`config.mk`:
```
export PLATFORM = sky130hd
export DESIGN_NAME = mux5_scan_serializer
export DESIGN_NICKNAME = d
export VERILOG_FILES = /design/src/rtl/mux_scan_pkg.sv /design/src/rtl/mux5_scan_serializer.sv
export SDC_FILE = /design/constraint.sdc
export NUM_CORES = 1
export LEC_CHECK = 0
export ABC_AREA = 1
export ABC_CLOCK_PERIOD_IN_PS = 1000
export CAP_MARGIN = 20
export CORE_AREA = 2 2 39 41
export CTS_CLUSTER_DIAMETER = 60
export DETAILED_ROUTE_END_ITERATION = 10
export DIE_AREA = 0 0 41 43
export GPL_TIMING_DRIVEN = 0
export PLACE_DENSITY_LB_ADDON = 0.1
export SKIP_CTS_REPAIR_TIMING = 1
export SYNTH_ARGS = -nofsm -noshare
export SYNTH_HDL_FRONTEND = slang
export SYNTH_SLANG_ARGS = --single-unit
```
`constraint.sdc`:
```
create_clock -name clk -period 1 [get_ports clk]
set_input_delay 0.1 -clock clk [delete_from_list [all_inputs] [get_ports clk]]
set_output_delay 0.1 -clock clk [all_outputs]
set_load 0.03 [all_outputs]
```
`src/rtl/mux_scan_pkg.sv`:
```
// rtl/mux_scan_pkg.sv - shared types and constants for the 5:1 mux scan serializer
package mux_scan_pkg;

  typedef enum logic [1:0] {IDLE, SHIFT, PAR} scan_state_t;

  localparam int N_IN  = 5;
  localparam int SEL_W = 3;
  localparam logic [SEL_W-1:0] SEL_LAST = 3'd4;

endpackage

```
`src/rtl/mux5_scan_serializer.sv`:
```
// rtl/mux5_scan_serializer.sv - serializes a 5-bit word through the external 5:1 mux
// Optional trailing even-parity beat when SCAN_PARITY_EN is defined.
module mux5_scan_serializer
  import mux_scan_pkg::*;
(
  input  logic             clk,
  input  logic             rst,
  input  logic             load_valid,
  output logic             load_ready,
  input  logic [N_IN-1:0]  load_data,
  output logic [N_IN-1:0]  mux_i,
  output logic [SEL_W-1:0] mux_sel,
  input  logic             mux_y,
  output logic             ser_valid,
  input  logic             ser_ready,
  output logic             ser_data,
  output logic             ser_last
);

  scan_state_t      state_q, state_d;
  logic [N_IN-1:0]  mux_i_d;
  logic [SEL_W-1:0] mux_sel_d;

  always_ff @(posedge clk) begin
    if (rst) begin
      state_q <= IDLE;
      mux_i   <= '0;
      mux_sel <= '0;
    end else begin
      state_q <= state_d;
      mux_i   <= mux_i_d;
      mux_sel <= mux_sel_d;
    end
  end

  always_comb begin
    state_d    = state_q;
    mux_i_d    = mux_i;
    mux_sel_d  = mux_sel;
    load_ready = 1'b0;
    ser_valid  = 1'b0;
    ser_data   = 1'b0;
    ser_last   = 1'b0;
    case (state_q)
      IDLE: begin
        load_ready = 1'b1;
        if (load_valid) begin
          mux_i_d   = load_data;
          mux_sel_d = '0;
          state_d   = SHIFT;
        end
      end
      SHIFT: begin
        ser_valid = 1'b1;
        ser_data  = mux_y;
`ifdef SCAN_PARITY_EN
        ser_last  = 1'b0;
`else
        ser_last  = (mux_sel == SEL_LAST);
`endif
        // mux_sel saturates at SEL_LAST so the mux never sees 5..7
        if (ser_ready) begin
          if (mux_sel != SEL_LAST) begin
            mux_sel_d = mux_sel + 3'd1;
          end else begin
`ifdef SCAN_PARITY_EN
            state_d   = PAR;
`else
            state_d   = IDLE;
            mux_sel_d = '0;
`endif
          end
        end
      end
`ifdef SCAN_PARITY_EN
      PAR: begin
        ser_valid = 1'b1;
        ser_data  = ^mux_i;
        ser_last  = 1'b1;
        if (ser_ready) begin
          state_d   = IDLE;
          mux_sel_d = '0;
        end
      end
`endif
      default: begin
        state_d   = IDLE;
        mux_sel_d = '0;
      end
    endcase
  end

endmodule

```
==> impl_metrics.yaml <==
route:
  detail-route-antenna-nets: 0
  drt-vias-per-instance: 4.42
  dr_iter_0_viols: 1
  wl_per_cell_um: 9.66
  drt_first_pass_iters: 3
  dr_total_vias: 438
  drt_drc_violations_left: 0
  finalWirelength_um: 956
yosys:
  synth.net_count: 68
  netlist-cell-type-count: 12
  post_synth_fa_ha_maj_area_fraction_pct: 6.06
  yosys-mux-area-fraction_pct: 0
  post_synth_instance_area_um2: 413
  yosysSeqAreaShare_pct: 43.6
  syn_avg_cell_area_um2: 7.37
  synthXorXnorAreaFrac_pct: 0
  combinational_family_with_the_most_area_after_synthesis: "simple AND/OR/NAND/NOR gates"
  synth-seq-cells: 9
  compound_cell_area_share_of_the_yosys_netlist_pct: 11.5
  yosys_warnings: 0
  synth_simple_gate_area_share_pct: 31.5
  gate_count_of_the_mapped_netlist: 56
placed_design:
  dp.final_hpwl_um: 696
  placed_cells: 93
  port_buffers: 21
  gp_congestion: 0.716
cts:
  cts_htree_levels: 1
  cts-buffers-inserted: 3
  clockBufferDepth: 2
  clock_latency_ns: 0.26
  clock_input_transition_at_the_sequential_cells_of_the_worst_setup_and_hold_paths_ns: 0.06
  cts_tree: "done"
  cell_chosen_for_the_clock_root: "sky130_fd_sc_hd__clkbuf_4"
  clock_sink_count: 9
layout:
  register_area_um2: 193
  layout.nets: 96
  area.growth.synth_to_final_pct: 69.1
  stdcell_count: 99
  filler_cell_count: 146
  fraction_of_final_layout_cells_sized_beyond_drive_strength_1_pct: 43.4
  num_antenna_cells: 0
  area_occupied_by_multi_input_gates_um2: 233
power_and_ir_drop:
  pwr-share-seq_pct: 43.2
  cellInternalPower_w: 0.000629
  power_per_cell_area_nw_per_um2: 1320
  power.combinational.fraction_pct: 26.5
  power_w: 0.000921
  total_switching_power_w: 0.000293
  static-leakage-power_nw: 0.330
  clkPwrFrac_pct: 30.3
  power.switching_fraction_pct: 31.8
  irDropWorstVdd_v: 0.000720
timing:
  finalCriticalPeriod_ns: 1.20
  final_min_period_over_clock_period_pct: 120
  max_clock_freq_mhz: 831
  drv_slew: 0
  setup_violations: 2
  finalClockSkew_ns: 0.00986
  grt_setup_unrepaired: "yes"
  relSlewSlack_pct: 79.1
  timing_worst_slew_pin_value_ns: 0.312
  final_count_of_hold_timing_violations: 0
  final.setup.worst_slack_ns: -0.203
setup_path:
  worst_path_max_delay_cell: "sky130_fd_sc_hd__dfxtp_4"
  critPathLaunchType: "register"
  timing.critical_path.required_ns: 0.90
  worstPathBufferInverterCount: 2
  timing.critical_path.cells: "inv_2, ha_4, nand2_2, nor2_2, buf_6"
  timing.critical_path.slowest_cell_delay_ns: 0.36
  cp_data_arrival_time_ns: 1.10
  crit_fanout: 4
  delay_heaviest_family_cp: "flip-flops"
  crit_type: "register to primary output"
  endpoint_kind: "primary output"
run:
  max_cap_violations: 0
floorplan:
  placeableCoreArea_um2: 1380
  die_y_um: 43
  initial_utilization_pct: 29.8
  die_x_um: 41
  rows: 14
  boundaryPins: 22
  dieArea_um2: 1760
global_route:
  grt.overflow.total: 0
  groute.usage.overall_pct: 12.1
  first_pass_grt_wire_length_um: 1350
  initial_antenna_violation_count: 0
  grt_start_max_net_pins: 9
  first_global_vias: 335
outcome:
  status: "finished with violations"
  failed_checks: "negative setup slack"
hold_path:
  min-delay-path-class: "input port to register"
power groups by stage:
stage / Clock [W] / Combinational, W / Sequential (W)
CTS: 0.000300 / 0.000244 / 0.000401
floorplan: 0 / 0.0000857 / 0.000456
global route: 0.000324 / 0.000263 / 0.000402
global placement: 0 / 0.000242 / 0.000408
finish: 0.000279 / 0.000244 / 0.000398
detailed placement: 0 / 0.000242 / 0.000409
cells by family after synthesis:
logic type	count (synthesis)
fa+ha+maj	2
simple gates	29
buf+inv	8
flops	9
compound gates	8
final timing paths:
check / start / to / slack [ns] / cells after the start
setup / recovery: mux_sel[1] / ser_last / -0.20 / 5
hold / removal: rst / mux_sel[1] / 0.41 / 2
setup reg to reg: mux_sel[0] / mux_sel[0] / 0.04 / 5
hold reg to reg: mux_i[1] / mux_i[1] / 0.48 / 2
flip-flops by register name, summed over array words and instances (netlist names):
name     count
mux_i        5
state_q      1
mux_sel      3
synthesized netlist by cell type, drive strengths merged:
cell type | count | area share (%)
a21oi | 3 | 5.5
dfxtp | 9 | 44
ha | 2 | 6.1
inv | 8 | 7.3
nand2 | 12 | 15
nand3 | 3 | 3.6
nand4 | 1 | 1.5
nor2 | 13 | 12
o21ai | 5 | 6.1
worst register-to-register path, cell delays in order (launching register included):
cell                      delay [ns]
sky130_fd_sc_hd__dfxtp_4        0.37
sky130_fd_sc_hd__inv_4          0.04
sky130_fd_sc_hd__ha_4           0.15
sky130_fd_sc_hd__nand4_1        0.12
sky130_fd_sc_hd__nand3_2        0.11
sky130_fd_sc_hd__a21oi_2        0.11
area by class of cell:
cell class / count / share of cell area [%]
inverters: 8 / 5.02
repair buffers: 23 / 27.2
clock buffers: 3 / 3.23
multi-input cells: 39 / 33.3
clock inverters: 1 / 0.717
well taps: 16 / 2.87
flip-flops and latches: 9 / 27.6
layout by cell type, fill, tap and decap left out, types with 3 or more instances in the layout:
cell                              netlist  layout
sky130_fd_sc_hd__dfxtp_1                9       5
sky130_fd_sc_hd__clkdlybuf4s50_1        0       9
sky130_fd_sc_hd__nor2_1                13      11
sky130_fd_sc_hd__inv_1                  6       4
sky130_fd_sc_hd__clkbuf_2               0       7
sky130_fd_sc_hd__nand2_1               10       8
sky130_fd_sc_hd__clkbuf_4               0       4
sky130_fd_sc_hd__dfxtp_4                0       3
sky130_fd_sc_hd__o21ai_0                5       5
sky130_fd_sc_hd__buf_4                  0       3
metrics by stage:
step                hold WS [ns]  setup slack [ns]  area, µm²  TNS [ns]  utilization (%)
floorplan                  0.153           -0.0246        429   -0.0327                -
global placement           0.463            -0.451        659     -3.19             47.6
detailed placement         0.475            -0.457        659     -3.17             47.6
CTS                        0.409            -0.761        687     -5.38             49.6
global route               0.421            -0.267        698    -0.362             50.5
finish                     0.413            -0.203        698    -0.226             50.5
metal layers:
metal	global-route usage, %	part of all wire, %	up-vias
met3	8.38	9.7	2
li1	-	-	232
met2	15.3	45	14
met4	8.00	1.2	0
met5	0	0	-
met1	14.0	44	190
No activity file was read; power rests on OpenSTA's default activity.
